===== config.mk =====
export PLATFORM = sky130hd
export DESIGN_NAME = csr_fifo_register
export DESIGN_NICKNAME = d
export VERILOG_FILES = /design/src/rtl/csr_fifo_register.sv
export SDC_FILE = /design/constraint.sdc
export NUM_CORES = 1
export LEC_CHECK = 0
export ABC_CLOCK_PERIOD_IN_PS = 3000
export CORE_UTILIZATION = 54
export CTS_CLUSTER_DIAMETER = 100
export CTS_CLUSTER_SIZE = 14
export DETAILED_ROUTE_END_ITERATION = 8
export GPL_TIMING_DRIVEN = 0
export PLACE_DENSITY = 0.8
export SLEW_MARGIN = 20
export SYNTH_ARGS = -nofsm -noshare
export SYNTH_HDL_FRONTEND = slang
export SYNTH_SLANG_ARGS = --single-unit

===== constraint.sdc =====
create_clock -name clk -period 3 [get_ports clk]
set_clock_uncertainty 0.2 [all_clocks]
set_input_delay 0.45 -clock clk [delete_from_list [all_inputs] [get_ports clk]]
set_output_delay 0.45 -clock clk [all_outputs]
set_load 0.01 [all_outputs]

===== src/rtl/csr_fifo_register.sv =====
// CSR-mapped FIFO port: a data CSR pushes to a TX FIFO and pops from an RX FIFO,
// and a status CSR exposes levels, sticky error flags and the interrupt enables.
module csr_fifo_register #(
    parameter logic [11:0] ADDRESS        = 12'h000,
    parameter logic [11:0] STATUS_ADDRESS = 12'h001,
    parameter int unsigned WIDTH          = 32,
    parameter int unsigned TX_DEPTH       = 4,
    parameter int unsigned RX_DEPTH       = 4,
    parameter int unsigned RX_THRESHOLD   = 1
) (
    input  logic             clk,
    input  logic             rst,
    input  logic             csrWriteEnable,
    input  logic             csrReadEnable,
    input  logic [11:0]      csrWriteAddress,
    input  logic [11:0]      csrReadAddress,
    input  logic [31:0]      csrWriteData,
    output logic [31:0]      csrReadData,
    output logic             csrRequestOutput,
    output logic [WIDTH-1:0] txData,
    output logic             txValid,
    input  logic             txReady,
    input  logic [WIDTH-1:0] rxData,
    input  logic             rxValid,
    output logic             rxReady,
    output logic             irq
);

    localparam int unsigned TAW = $clog2(TX_DEPTH);
    localparam int unsigned TCW = TAW + 1;
    localparam int unsigned RAW = $clog2(RX_DEPTH);
    localparam int unsigned RCW = RAW + 1;
    localparam logic [TCW-1:0] TX_FULL_CNT = TCW'(TX_DEPTH);
    localparam logic [RCW-1:0] RX_FULL_CNT = RCW'(RX_DEPTH);
    localparam logic [RCW-1:0] RX_IRQ_CNT  = RCW'(RX_THRESHOLD);

    logic [WIDTH-1:0] r_tx_mem [TX_DEPTH];
    logic [TAW-1:0]   r_tx_wptr;
    logic [TAW-1:0]   r_tx_rptr;
    logic [TCW-1:0]   r_tx_count;
    logic [WIDTH-1:0] r_rx_mem [RX_DEPTH];
    logic [RAW-1:0]   r_rx_wptr;
    logic [RAW-1:0]   r_rx_rptr;
    logic [RCW-1:0]   r_rx_count;
    logic             r_tx_overflow;
    logic             r_rx_underflow;
    logic             r_tx_irq_en;
    logic             r_rx_irq_en;

    logic             w_tx_full;
    logic             w_tx_empty;
    logic             w_tx_push_req;
    logic             w_tx_push;
    logic             w_tx_pop;
    logic             w_rx_full;
    logic             w_rx_empty;
    logic             w_rx_pop_req;
    logic             w_rx_pop;
    logic             w_rx_push;
    logic             w_stat_wr;
    logic             w_read_data;
    logic             w_read_stat;
    logic [31:0]      w_rx_head;
    logic [31:0]      w_status;

    always_comb begin
        w_tx_full     = (r_tx_count == TX_FULL_CNT);
        w_tx_empty    = (r_tx_count == '0);
        w_rx_full     = (r_rx_count == RX_FULL_CNT);
        w_rx_empty    = (r_rx_count == '0);
        w_tx_push_req = csrWriteEnable && (csrWriteAddress == ADDRESS);
        w_stat_wr     = csrWriteEnable && (csrWriteAddress == STATUS_ADDRESS);
        w_read_data   = csrReadEnable && (csrReadAddress == ADDRESS);
        w_read_stat   = csrReadEnable && (csrReadAddress == STATUS_ADDRESS);
        // Fullness is judged before this cycle's pop, so a pop never makes room for a push
        w_tx_push     = w_tx_push_req && !w_tx_full;
        w_tx_pop      = !w_tx_empty && txReady;
        w_rx_pop_req  = w_read_data;
        w_rx_pop      = w_rx_pop_req && !w_rx_empty;
        w_rx_push     = rxValid && !w_rx_full;
    end

    always_ff @(posedge clk) begin
        if (w_tx_push) begin
            r_tx_mem[r_tx_wptr] <= csrWriteData[WIDTH-1:0];
        end
        if (w_rx_push) begin
            r_rx_mem[r_rx_wptr] <= rxData;
        end
    end

    always_ff @(posedge clk or negedge rst) begin
        if (!rst) begin
            r_tx_wptr  <= '0;
            r_tx_rptr  <= '0;
            r_tx_count <= '0;
        end else begin
            if (w_tx_push) begin
                r_tx_wptr <= r_tx_wptr + 1'b1;
            end
            if (w_tx_pop) begin
                r_tx_rptr <= r_tx_rptr + 1'b1;
            end
            case ({w_tx_push, w_tx_pop})
                2'b10:   r_tx_count <= r_tx_count + 1'b1;
                2'b01:   r_tx_count <= r_tx_count - 1'b1;
                default: r_tx_count <= r_tx_count;
            endcase
        end
    end

    always_ff @(posedge clk or negedge rst) begin
        if (!rst) begin
            r_rx_wptr  <= '0;
            r_rx_rptr  <= '0;
            r_rx_count <= '0;
        end else begin
            if (w_rx_push) begin
                r_rx_wptr <= r_rx_wptr + 1'b1;
            end
            if (w_rx_pop) begin
                r_rx_rptr <= r_rx_rptr + 1'b1;
            end
            case ({w_rx_push, w_rx_pop})
                2'b10:   r_rx_count <= r_rx_count + 1'b1;
                2'b01:   r_rx_count <= r_rx_count - 1'b1;
                default: r_rx_count <= r_rx_count;
            endcase
        end
    end

    // Set wins over write-1-to-clear when both land on the same edge
    always_ff @(posedge clk or negedge rst) begin
        if (!rst) begin
            r_tx_overflow  <= 1'b0;
            r_rx_underflow <= 1'b0;
            r_tx_irq_en    <= 1'b0;
            r_rx_irq_en    <= 1'b0;
        end else begin
            r_tx_overflow  <= (w_tx_push_req && w_tx_full) ||
                              (r_tx_overflow && !(w_stat_wr && csrWriteData[4]));
            r_rx_underflow <= (w_rx_pop_req && w_rx_empty) ||
                              (r_rx_underflow && !(w_stat_wr && csrWriteData[5]));
            if (w_stat_wr) begin
                r_tx_irq_en <= csrWriteData[6];
                r_rx_irq_en <= csrWriteData[7];
            end
        end
    end

    always_comb begin
        w_rx_head = '0;
        if (!w_rx_empty) begin
            w_rx_head[WIDTH-1:0] = r_rx_mem[r_rx_rptr];
        end
        w_status            = '0;
        w_status[0]         = w_tx_full;
        w_status[1]         = w_tx_empty;
        w_status[2]         = w_rx_full;
        w_status[3]         = w_rx_empty;
        w_status[4]         = r_tx_overflow;
        w_status[5]         = r_rx_underflow;
        w_status[6]         = r_tx_irq_en;
        w_status[7]         = r_rx_irq_en;
        w_status[8 +: TCW]  = r_tx_count;
        w_status[16 +: RCW] = r_rx_count;
    end

    always_comb begin
        csrRequestOutput = w_read_data || w_read_stat;
        if (w_read_data) begin
            csrReadData = w_rx_head;
        end else if (w_read_stat) begin
            csrReadData = w_status;
        end else begin
            csrReadData = '0;
        end
        txValid = !w_tx_empty;
        txData  = w_tx_empty ? '0 : r_tx_mem[r_tx_rptr];
        rxReady = !w_rx_full;
        irq     = ((r_rx_count >= RX_IRQ_CNT) && r_rx_irq_en) || (w_tx_empty && r_tx_irq_en);
    end

endmodule


; Word level (Yosys, flattened, before mapping)
; Memories as Yosys holds them, arrays and structs flattened.
; Index checks and enable logic that the tools add are counted.
[totals]
ff_bits = 18
mem_bits_rw = 256
inputBits = 94
memories = 2
[mem_list]
columns = name, depth, width, rd, rd_clocked_by_memory_dff, wr, line
row1 = r_rx_mem, 4, 32, 1, 0, 1, 41  ; logic [WIDTH-1:0] r_rx_mem [RX_DEPTH];
row2 = r_tx_mem, 4, 32, 1, 0, 1, 37  ; logic [WIDTH-1:0] r_tx_mem [TX_DEPTH];
[classes]
n_addsub = 8
magnitude_cmp = 1
n_eq_ne = 8
muxes = 10
reduce_logical = 32
[ops]
columns = operator, count
row1 = 32-bit two-way mux, 3
row2 = 12-bit by 1-bit equality test with 1-bit output (second input constant), 2
row3 = 12-bit logical NOT, 2
row4 = 19-bit two-way mux, 1
row5 = 1-bit logical AND, 16
row6 = 3-bit case mux with 2 select lines, 2
row7 = 2-bit by 1-bit adder with 2-bit output (second input constant), 4
row8 = 3-bit by 1-bit adder with 3-bit output (second input constant), 2
row9 = 3-bit equality test (second input constant), 2
row10 = 1-bit logical NOT, 6
row11 = 3-bit logical NOT, 2
row12 = 3-bit by 1-bit subtractor with 3-bit output (second input constant), 2
row13 = 2-bit by 1-bit equality test with 1-bit output (second input constant), 2
row14 = 2-bit equality test (second input constant), 2
row15 = 1-bit logical OR, 4
row16 = 1-bit two-way mux, 4
row17 = 2-bit nonzero test, 2
row18 = 3-bit by 1-bit greater-or-equal comparator with 1-bit output (second input constant), 1

; Longest topological paths before layout
[depth]
depth_word = 6
depth_mapped = 10

; Worst setup path before layout
; Ideal clock, no wire load.
[synth_timing]
path_kind = input -> register
from = input csrWriteAddress[5]
to = memory r_tx_mem[0][0], enable pin
setup_ns = 0.392
t_arrival_ns = 2.024
setup_slack_ns = 0.384
cell_stages = 4
path_cell_list = nor4b_2 -> nand3_1 -> nor3_4 -> and2_1
[synth_between]
elab_chain_len = 5
[synth_rtl]
columns = element, line
row1 = "start, declared", 15  ; input logic [11:0] csrWriteAddress,
row2 = 12-bit logical NOT, 71  ; w_tx_push_req = csrWriteEnable && (csrWriteAddress == ADDRESS);
row3 = 1-bit logical AND, 71
row4 = 1-bit logical AND, 76  ; w_tx_push = w_tx_push_req && !w_tx_full;
row5 = 1-bit two-way mux, 84  ; if (w_tx_push) begin
row6 = 1-bit two-way mux (not written as such), 85  ; r_tx_mem[r_tx_wptr] <= csrWriteData[WIDTH-1:0];
row7 = "end, declared", 37
; No other way between the ends.

; Worst setup path after layout
[layout_timing]
from = register r_tx_rptr[0]
to = output txData[26]
[layout_between]
elab_chain_len = 2
[layout_rtl]
columns = element, line
row1 = "start, declared", 39  ; logic [TAW-1:0] r_tx_rptr;
row2 = "start signal, assigned", 102  ; r_tx_rptr <= r_tx_rptr + 1'b1;
row3 = memory 4 x 32 bit, --
row4 = 32-bit two-way mux, 179  ; txData = w_tx_empty ? '0 : r_tx_mem[r_tx_rptr];
row5 = "end, declared", 20  ; output logic [WIDTH-1:0] txData,
; No other way between the ends.

==> summary.md <==
| Metric | Value |
|---|---|
| Outcome | `completed` |
| Share of layout cells above drive strength 1 | `26.0%` |
| M1 WL | `7940 um` |
| Final WL | `21300 um` |
| Slew @ Worst Pin | `0.543 ns` |
| Placed cell count | `953` |
| Startpoint Class | `flop` |
| Top-Level Pins | `162` |
| Synthesized flop and latch total | `274` |
| Relative slew slack | `63.8%` |
| Die W | `144 um` |
| Syn nets | `628` |
| CP endpoint kind | `output port` |
| CTS H-tree depth | `1` |
| Reg2reg setup slack | `0.51 ns` |
| Root Buffer | `clkbuf_16` |
| Die ar. | `20800 um^2` |
| Initial core utilization | `55.5%` |
| First-pass GRT wire length | `32300 um` |
| N_diodes | `0` |
| Top post-synthesis cells by area | `edfxtp_1, mux4_2, dfrtp_1` |
| Initial drt markers | `321` |
| Peak supply drop | `0.554 mV` |
| Fin nets | `836` |
| Die Y | `144 um` |
| CP required | `2.35 ns` |
| Clock sink count | `274` |
| TritonCTS clock tree | `yes` |
| Mean Syn Cell Area | `21.0 um^2` |
| Clock buffer count from CTS | `23` |
| Fmax | `344 MHz` |
| Final Hold Viols | `0` |
| Stages on the worst setup path | `5` |
| Worst skew pair latency | `0.50 ns` |
| Clock transition at path regs | `0.06 ns` |
| Critical R2R Capture | `r_tx_count[1]` |
| Worst Path Arrival | `2.26 ns` |
| Post-synthesis sequential area ratio | `74.6%` |
| Leak | `4.96 nW` |
| Slowest CP cell | `mux4_2` |
| Worst hold slack | `0.274 ns` |
| TritonRoute pass-1 iters | `4` |
| Layout Cells excl Fill | `1007` |
| Fin crit period | `2.91 ns` |
| Crit Reg-Reg Startpoint | `r_tx_count[0]` |
| CTS max path bufs | `3` |
| DP HPWL | `14300 um` |
| Max layer used | `met5` |
| Warnings, synthesis | `0` |
| RSZ-0062 raised after global routing | `true` |
| Synthesized area | `10900 um^2` |
| Hold Crit Class | `in -> async` |
| Count of cell types in the netlist | `40` |
| P&R area growth vs syn | `27.0%` |
| PortBufs | `161` |
| Pin count of the biggest net entering global routing | `24` |
| CP max FO | `10` |
| Antenna violation net count after detailed routing | `0` |
| Critical path's top delay family | `buffers and inverters` |
| Slew Limit Fails | `0` |
| Site row count | `51` |
| Wire per inst | `21.2 um` |
| Area leader, netlist | `edfxtp_1` |
| Vias in the first global route | `5921` |
| Core area | `19700 um^2` |
| WL met2 | `11200 um` |
| # setup viols final | `0` |
| Worst path cell trace | `buf_6, buf_12, mux4_2, and2_1, clkdlybuf4s50_1` |
| Power Dens Cells | `736 nW/um^2` |
| Grt ovf | `0` |
| Final Wtd Congestion | `0.749` |
| Critical path origin | `r_tx_rptr[0]` |
| Synth top area share | `70.5%` |
| CP peak stage delay | `0.49 ns` |
| Via Count | `5634` |
| Initial antenna violation count | `1` |
| R2R depth | `8` |
| Syn Inst Count | `519` |
| Vias/cell | `5.59` |
| WP buf/inv | `3` |
| DRC Markers | `0` |
| CP endpoint | `txData[26]` |
| Tcrit/Tclk final | `97.0%` |
| DR WL met3 | `1580 um` |
| Critical path class | `reg -> out` |
| GRT Total Usage | `21.3%` |
| Max Cap Viol | `0` |
==> what timing repair did <==
| action | in CTS | in global routing |
|---|---|---|
| buffers inserted | 12 | 1 |
| hold buffers | 0 | 1 |
| hold endpoints to repair | 0 | 18 |
| resized for setup | 82 | 75 |
| setup endpoints to repair | 63 | 54 |
| gates cloned | 1 | 0 |
| pin swaps | 4 | 0 |
==> cell type report <==
class / count / area (um^2)
buffer: 22 / 215
clock buffer: 39 / 636
clock inverter: 1 / 8.76
fill: 1275 / 5810
inverter: 16 / 60.1
multi-input combinational: 206 / 2610
sequential: 274 / 8140
tap: 265 / 332
timing repair buffer: 184 / 1850
==> per-stage QoR <==
stage / cell area (um^2) / worst slack, ns / setup TNS [ns] / utilization, % / total power [W]
global route: 13800 / -0.000379 / -0.000478 / 70.4 / 0.0106
finish: 13800 / 0.0911 / 0 / 70.4 / 0.0102
floorplan: 10900 / 0.384 / 0 / - / 0.00629
detailed placement: 13100 / -0.405 / -11.45 / 66.5 / 0.00756
CTS: 13900 / 0.0126 / 0 / 70.6 / 0.0103
global placement: 12800 / -0.773 / -106.96 / 65.4 / 0.00736
==> cell usage in the layout (no fill, tap or decap), types with 2 or more instances in the layout <==
master / count
edfxtp_1: 256
clkdlybuf4s50_1: 100
mux4_2: 64
and2_1: 51
clkbuf_2: 34
clkbuf_16: 23
dlymetal6s2s_1: 22
buf_4: 17
dfrtp_1: 17
clkbuf_1: 16
inv_1: 15
ha_1: 14
a22o_1: 10
nand2_1: 9
buf_16: 7
dlygate4sd2_1: 7
xnor2_1: 6
buf_12: 5
xor2_1: 5
nor4_2: 4
buf_6: 4
buf_2: 4
and3_2: 4
and2_2: 4
o21ai_0: 4
nor3_4: 3
nor2_1: 3
buf_8: 2
a22o_2: 2
a21oi_1: 2
mux2_2: 2
clkdlybuf4s15_2: 2
==> state kept, by name, indices dropped and copies added (netlist names) <==
name and flops:
r_rx_irq_en 1, r_rx_count 3, r_tx_irq_en 1, r_tx_wptr 2, r_tx_count 3, r_tx_rptr 2
r_rx_rptr 2, r_rx_wptr 2, r_rx_underflow 1, r_tx_mem 128, r_tx_overflow 1, r_rx_mem 128
==> power breakdown <==
part           switching (W)  internal (W)  leakage, nW  total, W
clock network        0.00121       0.00144        0.306   0.00265
registers           0.000160       0.00463         2.55   0.00479
logic                0.00125       0.00150         2.11   0.00275
total                0.00262       0.00757         4.96    0.0102
==> synth_stat cells <==
cell / instances
and2_1: 56
o21a_1: 1
mux2_1: 1
nand3_2: 1
nor4_2: 4
nor4b_1: 1
buf_1: 1
nor2b_1: 1
nand2_1: 9
a21oi_1: 2
nor3_4: 2
a22o_1: 10
a22o_2: 2
a41oi_1: 1
a32o_1: 1
buf_6: 3
xnor2_1: 6
clkbuf_1: 6
nor4b_4: 1
fa_1: 1
edfxtp_1: 256
mux4_2: 64
o41ai_1: 1
and3_1: 5
nand4_1: 1
a31o_2: 1
buf_4: 6
buf_2: 7
xor2_2: 1
mux2i_1: 1
ha_1: 14
dfrtp_1: 18
mux2_2: 2
nor2_1: 4
inv_1: 16
nor3_1: 1
xor2_1: 5
nor4b_2: 1
o21ai_0: 4
nand3_1: 1
==> cells by family after synthesis <==
group                    synth area share [%]
multiplexers                             13.6
AND/OR/NAND/NOR                          5.44
XOR/XNOR                                 1.03
buffers and inverters                    1.84
AO/OA/AOI/OAI                            1.66
flip-flops                               74.6
adder cells (fa/ha/maj)                  1.79
==> worst min-delay path by stage <==
stage | startpoint | to | slack, ns | cells past startpoint
finish | rst | r_rx_count[2] | 0.27 | 2
global route | rst | r_rx_rptr[1] | 0.30 | 2
CTS | rst | r_tx_wptr[1] | 0.36 | 1
detailed placement | r_tx_count[2] | r_tx_count[2] | 0.33 | 1
global placement | r_tx_count[0] | r_tx_count[0] | 0.32 | 1
floorplan | rst | r_rx_count[0] | -0.05 | 0
==> layer usage <==
| metal | GRT usage [%] | vias up |
|---|---|---|
| li1 | - | 2495 |
| met1 | 25.2 | 2911 |
| met2 | 37.6 | 185 |
| met3 | 5.60 | 41 |
| met4 | 7.22 | 2 |
| met5 | 0 | - |
Power figures use the tool's default switching activity.
